<file path="src/rtl/microc_ctrl_if.sv">
// Bus between the microc sequencing control unit and its stimulus/datapath side.
// Groups the opcode/flag/command inputs and the control word, status and
// debug outputs. The clock and reset stay outside as plain ports.
interface microc_ctrl_if #(
  parameter int CNT_W = 16
);
  // Command semantics: start, step and stop are levels sampled at each rising
  // clock edge. There is no ready/accept signal, because the controller
  // always samples them. Commands that do not apply in the current state are
  // ignored. The control word is valid in the same cycle as opcode/z and
  // takes effect at the next rising edge.
  logic [5:0]       opcode;
  logic             z;
  logic             start;
  logic             step;
  logic             stop;
  logic             s_inc;
  logic             s_inm;
  logic             we3;
  logic             wez;
  logic [2:0]       op;
  logic             pc_en;
  logic             halted;
  logic             illegal;
  logic [CNT_W-1:0] instr_cnt;
  logic [1:0]       state;

  // Stimulus/datapath side
  modport master (
    output opcode, z, start, step, stop,
    input  s_inc, s_inm, we3, wez, op, pc_en, halted, illegal, instr_cnt, state
  );

  // Controller side
  modport slave (
    input  opcode, z, start, step, stop,
    output s_inc, s_inm, we3, wez, op, pc_en, halted, illegal, instr_cnt, state
  );
endinterface

</file>
<file path="src/rtl/microc_ctrl.sv">
// microc sequencing control unit.
// Decodes opcode and z into the datapath control word. A run/step/stop/halt
// state machine gates execution. The unit also keeps a sticky illegal-opcode
// flag and a saturating count of retired instructions.
module microc_ctrl #(
  parameter int CNT_W = 16
) (
  input  logic         clk,
  input  logic         reset,
  microc_ctrl_if.slave bus
);

  typedef enum logic [1:0] {
    IDLE   = 2'd0,
    RUN    = 2'd1,
    STEP   = 2'd2,
    HALTED = 2'd3
  } state_t;

  localparam logic [CNT_W-1:0] CNT_MAX = '1;

  state_t           state;
  logic             halted_q;
  logic             illegal_q;
  logic [CNT_W-1:0] cnt_q;

  logic executing;
  logic is_halt;
  logic is_legal;

  assign executing = (state == RUN) || (state == STEP);
  assign is_halt   = (bus.opcode == 6'b111111);

  // Opcode decode. Control is Mealy and executes only in RUN/STEP. Outside
  // those states the word is inert (PC held, no writes). Because of this,
  // the async reset clears the outputs as soon as it drops the state to IDLE.
  always_comb begin
    bus.s_inc = 1'b1;
    bus.s_inm = 1'b0;
    bus.we3   = 1'b0;
    bus.wez   = 1'b0;
    bus.op    = 3'b000;
    bus.pc_en = 1'b0;
    is_legal  = 1'b1;
    if (executing) begin
      casez (bus.opcode)
        6'b00????: begin
          bus.we3   = 1'b1;
          bus.wez   = 1'b1;
          bus.op    = bus.opcode[3:1];
          bus.pc_en = 1'b1;
        end
        6'b010000: begin
          bus.s_inm = 1'b1;
          bus.we3   = 1'b1;
          bus.pc_en = 1'b1;
        end
        6'b100000: begin
          bus.s_inc = 1'b0;
          bus.pc_en = 1'b1;
        end
        6'b100001: begin
          bus.s_inc = ~bus.z;
          bus.pc_en = 1'b1;
        end
        6'b100010: begin
          bus.s_inc = bus.z;
          bus.pc_en = 1'b1;
        end
        6'b110000: begin
          bus.pc_en = 1'b1;
        end
        6'b111111: begin
          // PC stays on the halt instruction. The don't-care select is driven 0.
          bus.s_inc = 1'b0;
        end
        default: begin
          // An undefined code behaves as a nop and is flagged.
          bus.pc_en = 1'b1;
          is_legal  = 1'b0;
        end
      endcase
    end
  end

  // Sequencer: state transitions, the halted flag, the sticky illegal flag
  // and the saturating retired-instruction counter.
  always_ff @(posedge clk or posedge reset) begin
    if (reset) begin
      state     <= IDLE;
      halted_q  <= 1'b0;
      illegal_q <= 1'b0;
      cnt_q     <= '0;
    end else begin
      case (state)
        IDLE: begin
          if (bus.start) begin
            state <= RUN;
          end else if (bus.step) begin
            state <= STEP;
          end
        end
        RUN: begin
          if (is_halt) begin
            state    <= HALTED;
            halted_q <= 1'b1;
          end else if (bus.stop) begin
            state <= IDLE;
          end
        end
        STEP: begin
          if (is_halt) begin
            state    <= HALTED;
            halted_q <= 1'b1;
          end else begin
            state <= IDLE;
          end
        end
        HALTED: begin
          state    <= HALTED;
          halted_q <= 1'b1;
        end
        default: begin
          state <= IDLE;
        end
      endcase
      if (executing && !is_legal) begin
        illegal_q <= 1'b1;
      end
      if (executing && !is_halt && (cnt_q != CNT_MAX)) begin
        cnt_q <= cnt_q + 1'b1;
      end
    end
  end

  assign bus.halted    = halted_q;
  assign bus.illegal   = illegal_q;
  assign bus.instr_cnt = cnt_q;
  assign bus.state     = state;

endmodule

</file>
<file path="src/flat_wrapper.sv">
// flat-port wrapper written by rule: the top's interface ports become plain ports
module microc_ctrl_flat 
#(
  parameter int CNT_W = 16
)
  (clk, reset, bus_opcode, bus_z, bus_start, bus_step, bus_stop, bus_s_inc, bus_s_inm, bus_we3, bus_wez, bus_op, bus_pc_en, bus_halted, bus_illegal, bus_instr_cnt, bus_state);
  microc_ctrl_if #(.CNT_W(CNT_W)) bus_i ();
  input  logic clk;
  input  logic reset;
  input wire logic [$bits(bus_i.opcode)-1:0] bus_opcode;
  input wire logic [$bits(bus_i.z)-1:0] bus_z;
  input wire logic [$bits(bus_i.start)-1:0] bus_start;
  input wire logic [$bits(bus_i.step)-1:0] bus_step;
  input wire logic [$bits(bus_i.stop)-1:0] bus_stop;
  output wire logic [$bits(bus_i.s_inc)-1:0] bus_s_inc;
  output wire logic [$bits(bus_i.s_inm)-1:0] bus_s_inm;
  output wire logic [$bits(bus_i.we3)-1:0] bus_we3;
  output wire logic [$bits(bus_i.wez)-1:0] bus_wez;
  output wire logic [$bits(bus_i.op)-1:0] bus_op;
  output wire logic [$bits(bus_i.pc_en)-1:0] bus_pc_en;
  output wire logic [$bits(bus_i.halted)-1:0] bus_halted;
  output wire logic [$bits(bus_i.illegal)-1:0] bus_illegal;
  output wire logic [$bits(bus_i.instr_cnt)-1:0] bus_instr_cnt;
  output wire logic [$bits(bus_i.state)-1:0] bus_state;
  assign bus_i.opcode = bus_opcode;
  assign bus_i.z = bus_z;
  assign bus_i.start = bus_start;
  assign bus_i.step = bus_step;
  assign bus_i.stop = bus_stop;
  assign bus_s_inc = bus_i.s_inc;
  assign bus_s_inm = bus_i.s_inm;
  assign bus_we3 = bus_i.we3;
  assign bus_wez = bus_i.wez;
  assign bus_op = bus_i.op;
  assign bus_pc_en = bus_i.pc_en;
  assign bus_halted = bus_i.halted;
  assign bus_illegal = bus_i.illegal;
  assign bus_instr_cnt = bus_i.instr_cnt;
  assign bus_state = bus_i.state;
  microc_ctrl #(.CNT_W(CNT_W)) u_core (.clk(clk), .reset(reset), .bus(bus_i));
endmodule
</file>
<file path="config.mk">
export PLATFORM = sky130hd
export DESIGN_NAME = microc_ctrl_flat
export DESIGN_NICKNAME = d
export VERILOG_FILES = /design/src/rtl/microc_ctrl_if.sv /design/src/rtl/microc_ctrl.sv /design/src/flat_wrapper.sv
export SDC_FILE = /design/constraint.sdc
export NUM_CORES = 1
export LEC_CHECK = 0
export ABC_AREA = 1
export ABC_CLOCK_PERIOD_IN_PS = 2100
export BUFFER_PORTS_ARGS = -buffer_cell sky130_fd_sc_hd__buf_2
export CAP_MARGIN = 15
export CORE_MARGIN = 10
export CORE_UTILIZATION = 25
export CTS_BUF_LIST = sky130_fd_sc_hd__clkbuf_4
export CTS_CLUSTER_DIAMETER = 200
export DETAILED_ROUTE_END_ITERATION = 10
export PLACE_DENSITY = 0.54
export REMOVE_ABC_BUFFERS = 1
export SLEW_MARGIN = 30
export SYNTH_ARGS = -nofsm -noshare
export SYNTH_HDL_FRONTEND = slang
export SYNTH_SLANG_ARGS = --single-unit
</file>
<file path="constraint.sdc">
create_clock -name clk -period 2.1 [get_ports clk]
set_clock_uncertainty 0.2 [all_clocks]
set_input_delay 0.21 -clock clk [delete_from_list [all_inputs] [get_ports clk]]
set_output_delay 0.21 -clock clk [all_outputs]
set_load 0.01 [all_outputs]
</file>
==> metrics.md, run 1 <==
| Metric | Value |
|---|---|
| Outcome | `finished, final reports clean` |
| Int Pwr | `0.885 mW` |
| Routability cong. | `0.798` |
| GRT Total Usage | `8.79%` |
| Data arrival, critical path | `1.57 ns` |
| Clock root buffer | `clkbuf_4` |
| Die Area | `9120 um2` |
| Final setup vio count | `0` |
| Initial antenna violation count | `0` |
| Crit end category | `output pin` |
| Routed Antenna Nets | `0` |
| Synthesized area | `1430 um2` |
| Worst-margin pin slew | `0.373 ns` |
| Post-route cell area | `1810 um2` |
| RSZ-0062 raised after global routing | `false` |
| Port Buffer Count | `39` |
| Worst Hold End | `u_core.bus.halted$_DFFE_PP0P_` |
| Critical Path RT | `1.69 ns` |
| Synth Area in Compound Gates | `3.51%` |
| Final min period | `1.98 ns` |
| Via density per instance | `4.35` |
| Clock Tree Buf Depth | `2` |
| Setup crit start kind | `register` |
| Hold_sp | `bus_opcode[0]` |
| Vias | `1,462` |
| Seq cells post-synth | `20` |
| Most frequent cells in the layout | `nand2_1 (88), buf_2 (39), nor2_1 (23), inv_1 (23), dfrtp_1 (20)` |
| Worst reg2reg setup slack | `0.36 ns` |
| Max Cap Viol | `0` |
| First-pass GRT wire length | `6650 um` |
| Largest family of logic cells by synthesized area | `simple AND/OR/NAND/NOR gates` |
| Clock Latency Late Sink | `0.30 ns` |
| Sequential power share | `31.3%` |
| Fmax | `0.504 GHz` |
| Initial Util | `25.9%` |
| TritonCTS Buffers | `3` |
| Top cells by area, synth | `dfrtp_1 (35%), nand2_1 (23%), inv_1 (6.8%)` |
| Die Y | `95.5 um` |
| Warnings, synthesis | `0` |
| Synth Instances | `215` |
| CTS tree | `done` |
| Total grt overflow | `0` |
| DP Wirelength | `3000 um` |
| Worst min path class | `in -> reg` |
| Logic pwr share | `56.9%` |
| Max VDD drop | `419 uV` |
| P_leak | `0.940 nW` |
| Switching pwr | `0.804 mW` |
| Initial detailed-routing violation count | `45` |
| Layout cells sized above 1 | `24.6%` |
| Critical R2R Launch | `u_core.bus.instr_cnt[1]$_DFFE_PP0P_` |
| Slew headroom | `75.1%` |
| Mux cell area share after synthesis | `0%` |
| Pwr Density | `935 nW/um2` |
| Final net count | `282` |
| H-tree depth | `1` |
| Post-synth top area cell | `dfrtp_1` |
| WL/cell | `11.4 um` |
| Routed WL | `3850 um` |
| Hold depth | `5` |
| Clock share of power | `11.9%` |
| Max-slew violations | `0` |
| XOR/XNOR share of the synthesized area | `4.30%` |
| # clock sinks | `20` |
| Die W | `95.5 um` |
| Core Footprint | `5510 um2` |
| Post-synthesis cell type count | `23` |
| Final Worst Setup Slack | `0.115 ns` |
| Reg-to-reg critical path endpoint | `u_core.bus.instr_cnt[12]$_DFFE_PP0P_` |
| Placed cell area | `1720 um2` |
| Area growth, synth to finish | `26.8%` |
| Fin crit share | `94.5%` |
| Synth Area in Adders | `4.39%` |
| Total negative setup slack | `0 ns` |
| Vias in the first global route | `1,422` |
| Simple-Gate Fraction of Synth Area | `43.6%` |
| Reg2Reg Depth | `8` |
| Hold Vio Cnt, Final | `0` |
| Syn_area_per_cell | `6.63 um2` |
| Core Rows | `27` |
| Ports | `40` |
| Setup WS pre-CTS | `0.188 ns` |
| Number of antenna cells inserted | `0` |
| Largest net degree at the start of global routing | `21` |
| Switch share | `47.6%` |
| Total power | `1.69 mW` |
| Clk slew on worst S/H paths | `0.13 ns` |
| Most common cell after layout, fill and taps aside | `nand2_1` |
| DRC | `0` |
| Share of the synthesized area in the top cell type | `35.1%` |
| Worst setup path class | `reg -> out` |
| Sequential area share after synthesis | `35.1%` |
| Drt pass-1 iters | `4` |
| Worst Path Max Fanout | `4` |
[power groups by stage]
stage	Sequential, mW	Combinational, mW	Clock (mW)
after floorplan	0.568	0.520	0
after global placement	0.541	0.886	0
after detailed placement	0.544	0.890	0
after CTS	0.525	0.941	0.214
after global routing	0.541	1.11	0.237
final	0.528	0.960	0.201
[per-stage QoR]
step / hold WS, ns / utilization [%] / cells
6_report: 0.0680 / 32.8 / 336
5_1_grt: 0.0942 / 32.8 / 336
4_1_cts: 0.0643 / 32.4 / 336
3_5_place_dp: 0.0614 / 31.2 / 328
3_3_place_gp: 0.0574 / 31.2 / 328
2_1_floorplan: -0.0262 / - / 213
[metal layers]
| layer | routed length, um | GRT usage (%) | up-vias |
|---|---|---|---|
| met1 | 1950 | 11.8 | 660 |
| met5 | 0 | 0 | - |
| met2 | 1570 | 13.8 | 36 |
| li1 | - | - | 764 |
| met4 | 13 | 1.72 | 0 |
| met3 | 313 | 2.59 | 2 |
[worst max-delay path, stage by stage (launching register included)]
cell	delay (ns)
dfrtp_1	0.39
inv_2	0.07
ha_4	0.28
inv_2	0.05
buf_4	0.14
a31oi_1	0.13
nand3_1	0.08
buf_2	0.14
[logic make-up after synthesis]
group | after synthesis
compound gates | 9
fa+ha+maj | 5
simple gates | 143
xor+xnor | 7
flops | 20
buf+inv | 31
[final cells by class]
class                           count  area (um2)
Fill cell                         622        3700
Multi-Input combinational cell    164         821
Sequential cell                    20         500
Timing Repair Buffer               47         260
Inverter                           29         109
Tap cell                           72        90.1
Clock buffer                        3        22.5
Clock inverter                      1        3.75
[synthesized netlist by cell type, drive strengths merged]
cell / count
ha: 5
nor2: 26
nand2: 91
nor3: 1
nand4: 11
nand3: 12
xnor2: 7
dfrtp: 20
buf: 2
nor3b: 1
a21oi: 3
a31oi: 1
or2: 1
o21ai: 5
inv: 29
[registers in the layout (all words and copies together) (netlist names)]
name / flops
u_core.bus.instr_cnt: 16
u_core.bus.state: 2
u_core.bus.halted: 1
u_core.bus.illegal: 1
[worst max path at each step]
| stage | slack [ns] | cells after the start | from | to |
|---|---|---|---|---|
| floorplan | 0.24 | 5 | u_core.bus.state[0]$_DFFE_PP0P_ | bus_we3 |
| detailed placement | 0.19 | 8 | u_core.bus.instr_cnt[1]$_DFFE_PP0P_ | u_core.bus.instr_cnt[12]$_DFFE_PP0P_ |
| global placement | 0.24 | 6 | u_core.bus.state[0]$_DFFE_PP0P_ | u_core.bus.instr_cnt[3]$_DFFE_PP0P_ |
| finish | 0.12 | 7 | u_core.bus.state[1]$_DFFE_PP0P_ | bus_s_inc |
| CTS | 0.01 | 6 | u_core.bus.state[1]$_DFFE_PP0P_ | bus_we3 |
| global route | 0.003 | 6 | u_core.bus.state[1]$_DFFE_PP0P_ | bus_we3 |
[what timing repair did]
action	4_1_cts	5_1_grt
resized for setup	1	5
endpoints found under the setup margin	2	6
endpoints found under the hold margin	21	0
hold buffers	2	0
buffers inserted	2	0
pin swaps	0	0
(Power assumes the default switching activity.)
==> inputs of run 2 (changes only) <==
--- a/config.mk
+++ b/config.mk
@@ -6,7 +6,7 @@
 export NUM_CORES = 1
 export LEC_CHECK = 0
 export ABC_AREA = 1
-export ABC_CLOCK_PERIOD_IN_PS = 2100
+export ABC_CLOCK_PERIOD_IN_PS = 2150
 export BUFFER_PORTS_ARGS = -buffer_cell sky130_fd_sc_hd__buf_2
 export CAP_MARGIN = 15
 export CORE_MARGIN = 10
==> constraint.sdc (replaced) <==
create_clock -name clk -period 2.15 [get_ports clk]
set_clock_uncertainty 0.2 [all_clocks]
set_input_delay 0.215 -clock clk [delete_from_list [all_inputs] [get_ports clk]]
set_output_delay 0.215 -clock clk [all_outputs]
set_load 0.01 [all_outputs]
==> run 2 against run 1 <==
Final cell count shrank 0.60%; worst setup slack worse by 0.017 ns; critical path depth is 1 lower; clock power shrank 11%; final area shrank 1.2%; core utilization is 0.39 points lower; clock-buffer cell count unchanged; global-route usage is 0.098 points lower; die area is the same; sequential power is 0.9% lower; sequential share of layout area increased by 0.33 points; worst hold slack worse by 0.031 ns; largest cell class unchanged.
==> metrics.md, run 2 (synthesis results as in run 1) <==
| Metric | Value |
|---|---|
| Outcome | `finished, final reports clean` |
| Number of antenna cells inserted | `0 (unchanged)` |
| Core Footprint | `5510 um2 (unchanged)` |
| Total grt overflow | `0 (unchanged)` |
| CTS tree | `done` |
| Clk slew on worst S/H paths | `0.11 ns (-0.02 ns)` |
| Max-slew violations | `0 (unchanged)` |
| Initial antenna violation count | `0 (unchanged)` |
| Routed WL | `3770 um (-2.1%)` |
| Max reg flops | `16 (unchanged)` |
| Die Y | `95.5 um (unchanged)` |
| Worst setup path class | `reg -> out` |
| Final Non-Filler Cells | `334 (-0.60%)` |
| Vias | `1,448 (-0.96%)` |
| Fmax | `0.487 GHz` |
| CP startpoint | `u_core.bus.state[0]$_DFFE_PP0P_` |
| Port Buffer Count | `39 (unchanged)` |
| Ports | `40 (unchanged)` |
| Hold Slack | `0.0370 ns (-0.0310 ns)` |
| Total power | `1.63 mW (-3.4%)` |
| Largest net degree at the start of global routing | `21 (unchanged)` |
| Most common cell after layout, fill and taps aside | `nand2_1` |
| WL/cell | `11.3 um (-1.5%)` |
| P_leak | `0.933 nW (-0.75%)` |
| Drt pass-1 iters | `4 (unchanged)` |
| Routability cong. | `0.823 (+3.1%)` |
| RSZ-0062 raised after global routing | `false` |
| Layout cells sized above 1 | `24.4% (-0.19 points)` |
| Critical Path RT | `1.74 ns (+0.05 ns)` |
| H-tree depth | `1 (unchanged)` |
| Die W | `95.5 um (unchanged)` |
| Most frequent cells in the layout | `nand2_1 (88), buf_2 (39), inv_1 (24)` |
| Hold depth | `4 (-1)` |
| Die Area | `9120 um2 (unchanged)` |
| Max Cap Viol | `0 (unchanged)` |
| Vias in the first global route | `1,412 (-0.70%)` |
| Final net count | `281 (-0.35%)` |
| Setup crit start kind | `register` |
| Worst-margin pin slew | `0.276 ns (-0.0975 ns)` |
| Initial Util | `25.9% (unchanged)` |
| Worst min path class | `in -> reg` |
| Hold_sp | `bus_start` |
| Initial detailed-routing violation count | `42 (-6.7%)` |
| TritonCTS Buffers | `3 (unchanged)` |
| Clock Latency Late Sink | `0.30 ns (about the same)` |
| FILL cells | `621 (-0.16%)` |
| Final setup vio count | `0 (unchanged)` |
| DP Cell Count | `326 (-0.61%)` |
| GRT Total Usage | `8.69% (-0.098 points)` |
| Fin crit share | `95.5%` |
| Setup WS pre-CTS | `0.245 ns (+0.0568 ns)` |
| Final Worst Setup Slack | `0.0977 ns (-0.0173 ns)` |
| Clock Tree Buf Depth | `2 (unchanged)` |
| DRC | `0 (unchanged)` |
| Max VDD drop | `494 uV (+18%)` |
| Hold Vio Cnt, Final | `0 (unchanged)` |
| Final min period | `2.05 ns` |
| Reg2Reg Depth | `9 (+1)` |
| DP Wirelength | `3000 um (-0.22%)` |
| Total negative setup slack | `0 ns (unchanged)` |
| Data arrival, critical path | `1.64 ns (+0.07 ns)` |
| Via density per instance | `4.34 (-0.36%)` |
| Slew headroom | `81.6% (+6.6 points)` |
| Critical R2R Launch | `u_core.bus.instr_cnt[0]$_DFFE_PP0P_` |
| Clock root buffer | `clkbuf_4` |
| Worst Path Max Fanout | `5 (+1)` |
| Area growth, synth to finish | `25.3%` |
| # clock sinks | `20 (unchanged)` |
| Routed Antenna Nets | `0 (unchanged)` |
| Pwr Density | `914 nW/um2 (-2.2%)` |
| Crit end category | `output pin` |
| First-pass GRT wire length | `6510 um (-2.1%)` |
| Core Rows | `27 (unchanged)` |
## run 2: cell types whose count changed in the layout (fill, tap and decap cells not counted)
cell	delta
a21oi_2	+1
inv_2	-1
inv_1	+1
clkinv_1	-1
a21oi_4	-1
dlygate4sd3_1	-1
## run 2: cell type report
cell class,instances,area [um2],share of cell area [%]
Clock buffer,3,22.5,1.26
Timing Repair Buffer,46,250,14.0
Multi-Input combinational cell,164,813,45.6
Tap cell,72,90.1,5.05
Inverter,29,109,6.10
Sequential cell,20,500,28.0
## run 2: critical path, cell delays in order (launching register included)
cell and delay (ns):
dfrtp_1 0.41, inv_1 0.12, ha_4 0.22, inv_2 0.09
nor2_1 0.07, or2_2 0.28, buf_2 0.14
## run 2: repair_timing
action                                  4_1_cts  5_1_grt
hold endpoints to repair                     20        0
hold buffers                                  1        0
gates resized for setup                       1        3
endpoints found under the setup margin        1        1
buffers inserted                              2        2
## run 2: final timing paths
kind	end	slack (ns)
max reg2reg	u_core.bus.instr_cnt[10]$_DFFE_PP0P_	0.36
max	bus_we3	0.1
min reg2reg	u_core.bus.illegal$_DFFE_PP0P_	0.27
min	u_core.bus.state[1]$_DFFE_PP0P_	0.04
max in group asynchronous	u_core.bus.instr_cnt[10]$_DFFE_PP0P_	1.26
min in group asynchronous	u_core.bus.state[0]$_DFFE_PP0P_	0.27
## run 2: metrics by stage
| stage | area, um2 | utilization, % |
|---|---|---|
| 2_1_floorplan | 1410 | - |
| 3_3_place_gp | 1710 | 31.0 |
| 3_5_place_dp | 1710 | 31.0 |
| 4_1_cts | 1750 | 31.8 |
| 5_1_grt | 1790 | 32.4 |
| 6_report | 1790 | 32.4 |
## run 2: layer usage
metal  vias up  routed length [um]  track usage [%]
li1        760                   -                -
met1       648                1820             11.2
met2        38                1570             13.8
met3         2                 357             3.46
met4         0                  15             1.23
met5         -                   0                0
## run 2: power by group
group / total, mW / internal [mW] / switching [mW]
clock network: 0.178 / 0.0652 / 0.112
registers: 0.523 / 0.442 / 0.0816
logic: 0.931 / 0.366 / 0.565
total: 1.63 / 0.873 / 0.759
